**config.mk**
```make
export PLATFORM = sky130hd
export DESIGN_NAME = biriscv_trace_serialiser
export DESIGN_NICKNAME = d
export VERILOG_FILES = /design/src/rtl/biriscv_trace_serialiser_pkg.sv /design/src/rtl/biriscv_trace_serialiser_fifo_mem.sv /design/src/rtl/biriscv_trace_serialiser.sv
export SDC_FILE = /design/constraint.sdc
export NUM_CORES = 1
export LEC_CHECK = 0
export CAP_MARGIN = 30
export CORE_ASPECT_RATIO = 1.1
export CORE_UTILIZATION = 60
export CTS_CLUSTER_SIZE = 40
export DETAILED_ROUTE_END_ITERATION = 7
export GPL_TIMING_DRIVEN = 0
export PLACE_DENSITY = 0.82
export REMOVE_ABC_BUFFERS = 1
export SYNTH_ARGS = -nofsm -noshare
export SYNTH_HDL_FRONTEND = slang
export SYNTH_SLANG_ARGS = --single-unit
```
**constraint.sdc**
```tcl
create_clock -name clk_i -period 26.9 [get_ports clk_i]
set_clock_uncertainty 0.15 [all_clocks]
set_input_delay 5.38 -clock clk_i [delete_from_list [all_inputs] [get_ports clk_i]]
set_output_delay 5.38 -clock clk_i [all_outputs]
set_load 0.03 [all_outputs]
```
**src/rtl/biriscv_trace_serialiser_pkg.sv**
```systemverilog
// Shared trace-entry layout for the dual-issue trace serialiser.
// An entry packs {pc, opcode} into one 64-bit word.
package biriscv_trace_serialiser_pkg;

  localparam int TRACE_PC_W     = 32;
  localparam int TRACE_OPCODE_W = 32;
  localparam int TRACE_ENTRY_W  = TRACE_PC_W + TRACE_OPCODE_W;

  localparam int TRACE_PC_LSB     = TRACE_OPCODE_W;
  localparam int TRACE_PC_MSB     = TRACE_ENTRY_W - 1;
  localparam int TRACE_OPCODE_LSB = 0;
  localparam int TRACE_OPCODE_MSB = TRACE_OPCODE_W - 1;

  typedef logic [TRACE_ENTRY_W-1:0] trace_entry_t;

  function automatic trace_entry_t pack_entry(input logic [TRACE_PC_W-1:0]     pc,
                                              input logic [TRACE_OPCODE_W-1:0] opcode);
    return {pc, opcode};
  endfunction

endpackage

```
**src/rtl/biriscv_trace_serialiser_fifo_mem.sv**
```systemverilog
// Trace FIFO storage: DEPTH x 64 register array with two write ports
// (consecutive addresses) and one asynchronous read port.
module biriscv_trace_fifo_mem
  import biriscv_trace_serialiser_pkg::*;
#(
  parameter int DEPTH   = 8,
  parameter int DEPTH_W = 3
) (
  input  logic               clk_i,
  input  logic               we0_i,
  input  logic [DEPTH_W-1:0] waddr0_i,
  input  trace_entry_t       wdata0_i,
  input  logic               we1_i,
  input  logic [DEPTH_W-1:0] waddr1_i,
  input  trace_entry_t       wdata1_i,
  input  logic [DEPTH_W-1:0] raddr_i,
  output trace_entry_t       rdata_o
);

  trace_entry_t r_mem [DEPTH];

  // Contents need no reset: the top masks the read data while empty.
  always_ff @(posedge clk_i) begin
    if (we0_i) r_mem[waddr0_i] <= wdata0_i;
    if (we1_i) r_mem[waddr1_i] <= wdata1_i;
  end

  assign rdata_o = r_mem[raddr_i];

endmodule

```
**src/rtl/biriscv_trace_serialiser.sv**
```systemverilog
// Dual-issue retire trace serialiser: captures up to two retired instructions
// per cycle into a FIFO and emits them one per handshake, counting overflow drops.
module biriscv_trace_serialiser
  import biriscv_trace_serialiser_pkg::*;
#(
  parameter int DEPTH   = 8,
  parameter int DEPTH_W = 3,
  parameter int DROP_W  = 16
) (
  input  logic               clk_i,
  input  logic               rst_i,
  input  logic               flush_i,
  input  logic               slot0_valid_i,
  input  logic [31:0]        slot0_pc_i,
  input  logic [31:0]        slot0_opcode_i,
  input  logic               slot1_valid_i,
  input  logic [31:0]        slot1_pc_i,
  input  logic [31:0]        slot1_opcode_i,
  output logic               valid_o,
  output logic [31:0]        pc_o,
  output logic [31:0]        opcode_o,
  input  logic               ready_i,
  output logic [DEPTH_W:0]   level_o,
  output logic               overflow_o,
  output logic [DROP_W-1:0]  drop_count_o
);

  if (DEPTH < 4 || (1 << DEPTH_W) != DEPTH) begin : g_bad_depth
    $error("DEPTH must be a power of two >= 4 and equal 2**DEPTH_W");
  end

  localparam logic [DEPTH_W:0] L_DEPTH = (DEPTH_W+1)'(DEPTH);

  logic [DEPTH_W-1:0] r_wr_ptr;
  logic [DEPTH_W-1:0] r_rd_ptr;
  logic [DEPTH_W:0]   r_count;
  logic               r_overflow;
  logic [DROP_W-1:0]  r_drop_count;

  logic [DEPTH_W:0]   w_free;
  logic [1:0]         w_req;
  logic [1:0]         w_push;
  logic [1:0]         w_drop;
  logic               w_pop;
  logic [DROP_W:0]    w_drop_sum;
  trace_entry_t       w_wdata0;
  trace_entry_t       w_wdata1;
  trace_entry_t       w_rdata;

  assign w_free = L_DEPTH - r_count;
  assign w_req  = {1'b0, slot0_valid_i} + {1'b0, slot1_valid_i};

  // Capacity is judged on the start-of-cycle count; a same-cycle pop frees nothing.
  always_comb begin
    w_push = 2'd0;
    w_drop = 2'd0;
    if (!flush_i) begin
      if (w_free >= (DEPTH_W+1)'(w_req)) begin
        w_push = w_req;
      end else begin
        w_push = w_free[1:0];
        w_drop = w_req - w_free[1:0];
      end
    end
  end

  assign w_pop = (r_count != '0) && ready_i && !flush_i;

  // The first written entry is slot0 when present, otherwise a lone slot1.
  assign w_wdata0 = slot0_valid_i ? pack_entry(slot0_pc_i, slot0_opcode_i)
                                  : pack_entry(slot1_pc_i, slot1_opcode_i);
  assign w_wdata1 = pack_entry(slot1_pc_i, slot1_opcode_i);

  assign w_drop_sum = {1'b0, r_drop_count} + (DROP_W+1)'(w_drop);

  always_ff @(posedge clk_i or negedge rst_i) begin
    if (!rst_i) begin
      r_wr_ptr <= '0;
      r_rd_ptr <= '0;
      r_count  <= '0;
    end else if (flush_i) begin
      r_wr_ptr <= '0;
      r_rd_ptr <= '0;
      r_count  <= '0;
    end else begin
      r_wr_ptr <= r_wr_ptr + DEPTH_W'(w_push);
      r_rd_ptr <= r_rd_ptr + DEPTH_W'(w_pop);
      r_count  <= r_count + (DEPTH_W+1)'(w_push) - (DEPTH_W+1)'(w_pop);
    end
  end

  // Drop statistics survive flush; only reset clears them.
  always_ff @(posedge clk_i or negedge rst_i) begin
    if (!rst_i) begin
      r_overflow   <= 1'b0;
      r_drop_count <= '0;
    end else if (w_drop != 2'd0) begin
      r_overflow   <= 1'b1;
      r_drop_count <= w_drop_sum[DROP_W] ? {DROP_W{1'b1}} : w_drop_sum[DROP_W-1:0];
    end
  end

  biriscv_trace_fifo_mem #(
    .DEPTH   (DEPTH),
    .DEPTH_W (DEPTH_W)
  ) u_mem (
    .clk_i    (clk_i),
    .we0_i    (w_push != 2'd0),
    .waddr0_i (r_wr_ptr),
    .wdata0_i (w_wdata0),
    .we1_i    (w_push == 2'd2),
    .waddr1_i (r_wr_ptr + DEPTH_W'(1)),
    .wdata1_i (w_wdata1),
    .raddr_i  (r_rd_ptr),
    .rdata_o  (w_rdata)
  );

  assign valid_o      = (r_count != '0);
  assign pc_o         = valid_o ? w_rdata[TRACE_PC_MSB:TRACE_PC_LSB] : 32'd0;
  assign opcode_o     = valid_o ? w_rdata[TRACE_OPCODE_MSB:TRACE_OPCODE_LSB] : 32'd0;
  assign level_o      = r_count;
  assign overflow_o   = r_overflow;
  assign drop_count_o = r_drop_count;

endmodule

```
==> results of run 1 <==
-- worst max-delay path by stage --
stage                  start            endpoint  depth (start not counted)
5_1_grt        slot0_valid_i  u_mem.r_mem[3][22]                         12
3_3_place_gp   slot0_valid_i  u_mem.r_mem[2][22]                          8
2_1_floorplan  slot0_valid_i   u_mem.r_mem[0][0]                          7
3_5_place_dp   slot0_valid_i  u_mem.r_mem[3][22]                         12
6_report       slot0_valid_i  u_mem.r_mem[3][22]                         12
4_1_cts        slot0_valid_i  u_mem.r_mem[3][22]                         12
-- cell families (layout without fill, tap and decap cells) --
logic type	count (synthesis)	count (layout)	synth area share (%)
AOI/OAI and AO/OA	43	43	1.06
xor gates and xnor gates	12	12	0.369
adders and majority gates	20	20	0.957
buffers and inverters	133	446	2.66
DFF	539	539	56.3
muxes	775	775	36.1
other	0	2	0
and+or+nand+nor	150	150	2.56
-- critical path, delay by kind of cell --
kind | cells | cell delay [ns]
AO/OA/AOI/OAI | 3 | 1.81
adder cells (fa/ha/maj) | 2 | 0.68
buffers and inverters | 5 | 1.41
AND/OR/NAND/NOR | 2 | 0.52
-- metal layers --
layer  vias to the layer above  GRT usage (%)
met1                      8760           40.3
li1                       7250              -
met2                       700           50.3
met5                         -              0
met3                       137           4.79
met4                         8           9.81
-- metrics by stage --
| stage | hold WS (ns) | total power, µW | TNS (ns) | utilization, % |
|---|---|---|---|---|
| floorplan | 0.508 | 1650 | 0 | - |
| global placement | 0.301 | 2000 | -3744.86 | 65.8 |
| detailed placement | 0.301 | 1990 | 0 | 69.2 |
| CTS | 0.325 | 2750 | 0 | 73.0 |
| global route | 0.359 | 2830 | 0 | 73.0 |
| finish | 0.327 | 2740 | 0 | 73.0 |
-- sequential cells by signal (all words and copies together) (netlist names) --
| signal | flops |
|---|---|
| u_mem.r_mem | 512 |
| r_rd_ptr | 3 |
| drop_count_o | 16 |
| r_wr_ptr | 3 |
| overflow_o | 1 |
| level_o | 4 |
-- layout make-up --
type,count,area [µm²],area share [%]
Sequential cell,539,16100,47.1
Multi-Input combinational cell,1000,11800,34.6
Timing Repair Buffer,325,3680,10.8
Clock buffer,78,1490,4.37
Tap cell,595,744,2.18
Clock inverter,22,256,0.752
Inverter,21,78.8,0.231
Antenna cell,2,5.00,0.0147
-- where the power goes --
part           internal [µW]  switching (µW)
Clock                    441             319
Combinational            393             511
Sequential              1040            36.4
-- placed cells by master, fill, tap and decap left out, types with 13 or more instances in the layout --
cell type,count
inv_1,21
mux2_4,49
mux2_2,385
mux2i_1,65
dfrtp_1,24
clkdlybuf4s50_1,218
nand2_1,14
edfxtp_1,512
buf_12,15
ha_1,17
buf_6,13
clkbuf_1,20
clkbuf_16,55
buf_16,22
mux2_1,148
buf_4,54
mux4_2,128
nor2_1,77
==> metrics, run 1 <==
status completed; CP arrival 9.89 ns; row count 83; initial core utilization 61.0%; die area about 48,000 µm²; first-pass GRT wire length 108 mm; hold path endpoint overflow_o; CTS tree built; area growth from synthesis to layout 19.8%; FF-to-FF End u_mem.r_mem[3][22]; Crit-path slowest cell a21oi_4; Post-synth ARST share 5.01%; detailed-route via count 16,900; setup violators final 0; crit-path most repeated cell buf_12; Top FF cell, synth edfxtp_1; Top-Level Pins 220; post-route clock period utilization 36.2%; share of cells above drive strength 1 ~39%; hold buffer count at CTS 0; Worst slew margin 32.2%; post-synth cell types 51; MaxCap Viol Count 0; dpl hpwl 46.4 mm; met1 WL 28.7 mm; Syn Std Cell Area ~28,000 µm²; CP Capture Type register; H-Tree Depth 2; TritonCTS Buffers between 50 and 60; Post-Syn Instances 1,672; Die H ~230 µm; dpl ws 16.57 ns; drt first-iter violations 1,361; fill cell count 2,853; max layer used met5; max frequency between 0.1 and 0.15 GHz; drt wl/cell 27.7 µm; number of synthesized flops with an enable pin about 510; R2R cell count 10; Hold Vio Cnt, Final 0; Commonest cells post-synth edfxtp_1, mux2_2, mux2_1, mux4_2, nor2_1; CP Class in2reg; top cells by area, synth edfxtp_1, mux2_2, mux4_2, mux2_1, mux2_4; crit-path max cell delay 0.89 ns; post-route insts no fill between 2,000 and 3,000; Cells after DPL 2,479; Synth top area share a little over half; Clock Path Buffers 3; DIE WIDTH 210 µm; kind of start point of the critical path primary input; # clock sinks 539; most frequent cell after synthesis edfxtp_1; Setup Buffers After CTS 0; worst reg-to-reg setup slack ~22 ns; clk_lat worst skew 0.60 ns; Final WS setup around 17 ns; Post-CTS Resized 0; Final ANT Viol Nets 0; fin nets 2,095; HP Start overflow_o; register area share after synthesis 56.3%; drt pass-1 iters 6; core area 46,700 µm²; root buffer cell clkbuf_16; vias per inst 6.53; Placed Instance Area between 30,000 and 40,000 µm²; Post-Route WL 71.6 mm; initial antenna violation count 6; post-synth top area cell edfxtp_1; vias in the first global route 17,800; grt ovf 0; leakage power 0.0113 µW; Reg2Reg Launch Point level_o[0]; Final Max Slew Viols 0; Clock Pin Slew Worst Setup and Hold Paths approximately 0.06 ns; Met3 Routed Length 4.96 mm; FF+latch count, synth 539; final instance area 34,100 µm²; crit path cell chain buf_4, buf_16, ha_1, ha_1, nand2b_1, a211oi_4, nand3_1, a21oi_4, o21bai_4, buf_12, buf_12, buf_12; I/O Buffers 219; Hold WC Path Type reg2reg; synthesized area per cell about 17 µm²; Required @ worst endpoint 27.05 ns; YS warnings 0; slew at the pin with the worst max-slew slack ~1.0 ns; Remaining DRCs 0; Routability Congestion 0.745; Worst Path Max Fanout 43; hold depth 1; peak supply drop 0.000129 V; Total GRT Usage 30.0%; largest net degree at the start of global routing about 60; WL met2 ~36 mm; RSZ-0062 raised after global routing no; min Tclk post-route between 9 and 10 ns; power density cells 80.2 nW/µm²
No activity file was read; power rests on OpenSTA's default activity.
==> run 2: changes to the inputs <==
Settings changed: CORE_UTILIZATION 60 to 59, PLACE_DENSITY 0.82 to 0.8.
Clock period 26.9 ns to 9.15 ns, I/O delays scaled along.
==> run 2 against run 1 <==
  * Sequential share of layout area decreased by 0.10 points
  * Final area increased by 0.21%
  * Die area increased by 1.7%
  * Combinational power increased to 3.0 times the previous value
  * Non-clock buffer count increased by 6
  * Register-to-register slack got worse by 18 ns
  * Total power increased to 2.9 times the previous value
  * Count of clock-buffer cells in the layout decreased by 12
  * Critical path depth increased by 2
  * Largest cell class unchanged
  * Highest routed layer unchanged
==> metrics, run 2 (synthesis gave the netlist of run 1 again) <==
root buffer cell clkbuf_16; crit-path max cell delay between 0.7 and 0.8 ns; Worst Path Max Fanout 38; fill cell count a little over 3,000; Sw Share 32.0%; drt wl/cell 27.0 µm; crit path cell chain buf_4, buf_16, ha_1, ha_1, nand2b_1, a211oi_4, nand2_1, a31o_2, o41ai_2, buf_4, buf_4, buf_2, buf_4, buf_4; hold buffer count at CTS 0; min Tclk post-route 6.32 ns; I/O Buffers 219; leakage power ~0.011 µW; Setup Buffers After CTS 0; CP Class in2reg; P_int 5440 µW; slew at the pin with the worst max-slew slack 0.936 ns; Largest delay share family, worst path buffers and inverters; dpl hpwl ~46 mm; most common cell after layout, fill and taps aside edfxtp_1; row count 84; area growth from synthesis to layout 20.0%; power density cells 234 nW/µm²; Final Max Slew Viols 0; DIE WIDTH 212 µm; Remaining DRCs 0; Required @ worst endpoint 9.32 ns; clock share of power 26.9%; Top-Level Pins 220; drt pass-1 iters 6; max frequency ~0.16 GHz; CP arrival 6.50 ns; initial core utilization 59.7%; Die H 232 µm; Seq pwr share between 30% and 40%; crit-path most repeated cell buf_4; peak supply drop 0.000227 V; setup violators final 0; Post-Route WL 71.2 mm; CP Capture Type register; Reg with most FFs u_mem.r_mem; Final WS setup about 2.8 ns; MaxCap Viol Count 0; Placed Instance Area roughly 33,000 µm²; Logic pwr share 33.8%; vias per inst 6.34; post-route clock period utilization about 69%; Routability Congestion 0.773; clk_lat worst skew between 0.6 and 0.7 ns; final instance area 34,200 µm²; dpl ws around 2.3 ns; Hold WC Path Type reg2reg; TritonCTS Buffers 54; CTS tree built; Hold Vio Cnt, Final 0; Post-CTS Resized 0; Crit-path slowest cell o41ai_2; Sw Pwr 2560 µW; H-Tree Depth 2; Clock Pin Slew Worst Setup and Hold Paths 0.06 ns; max reg flops 512; detailed-route via count 16,700; initial antenna violation count 6; fin nets 2,101; die area 49,200 µm²; Worst slew margin 37.4%; RSZ-0062 raised after global routing no; kind of start point of the critical path primary input; share of cells above drive strength 1 39.1%; drt first-iter violations 1,274; # clock sinks about 540; Total GRT Usage 29.6%; Final ANT Viol Nets 0; highest-count cells in the layout ignoring fill and taps edfxtp_1, mux2_2, clkdlybuf4s50_1; vias in the first global route about 18,000; worst hold slack 0.325 ns; grt ovf 0; CP Buf/Inv Count 7; core area about 48,000 µm²; first-pass GRT wire length about 110 mm; Clock Path Buffers 3; largest net degree at the start of global routing 52; status completed
[run 2: cell types whose count changed in the layout (fill, tap and decap cells not counted), sizes merged]
cell    change
buf         +6
bufinv      -2
clkbuf     -12
clkinv      +7
diode       +2
inv         +1
[run 2: path summary, 6_finish.rpt]
path,slack [ns],cells after the start,to,from
max,2.83,14,u_mem.r_mem[2][41],slot0_valid_i
min,0.33,1,overflow_o,overflow_o
max reg2reg,4.45,12,u_mem.r_mem[2][41],level_o[0]
min reg2reg,0.33,1,overflow_o,overflow_o
max in group asynchronous,6.91,2,drop_count_o[13],rst_i
min in group asynchronous,1.44,1,r_rd_ptr[0],rst_i
[run 2: power groups by stage]
stage	Clock, µW	Combinational, µW	Sequential, µW
2_1_floorplan	0	1550	3290
3_3_place_gp	0	2500	3400
3_5_place_dp	0	2700	3190
4_1_cts	2170	2720	3140
5_1_grt	2250	2850	3160
6_report	2150	2700	3140
[run 2: area by class of cell]
| cell class | instances | area, µm² | area share (%) |
|---|---|---|---|
| antenna | 4 | 10.0 | 0.0293 |
| clock buffer | 66 | 1420 | 4.14 |
| clock inverter | 28 | 254 | 0.743 |
| inverter | 21 | 78.8 | 0.230 |
| multi-input combinational | 1000 | 11800 | 34.5 |
| sequential | 539 | 16100 | 47.0 |
| tap | 645 | 807 | 2.36 |
| timing repair buffer | 331 | 3770 | 11.0 |
[run 2: worst register-to-register path, cell delays in order, from the launching register on]
cell and delay (ns):
dfrtp_1 0.50, inv_1 0.13, ha_1 0.37, ha_1 0.37, a211oi_4 0.42, nand2_1 0.21
a31o_2 0.46, o41ai_2 0.78, buf_4 0.29, buf_4 0.18, buf_2 0.18, buf_4 0.19
buf_4 0.20
[run 2: metal layers]
layer	vias up	GRT usage (%)	wire, µm
met5	-	0	41
met4	6	10.7	2140
met3	150	4.63	4510
met2	618	49.8	36100
met1	8693	39.0	28400
li1	7238	-	-
[run 2: metrics by stage]
stage | power [µW] | util (%) | setup TNS (ns) | instances
4_1_cts | 8030 | 71.7 | 0 | 2630
2_1_floorplan | 4840 | - | -940.67 | 1560
5_1_grt | 8260 | 71.7 | 0 | 2632
6_report | 7990 | 71.7 | 0 | 2634
3_3_place_gp | 5900 | 64.6 | - | 2424
3_5_place_dp | 5900 | 68.2 | 0 | 2536
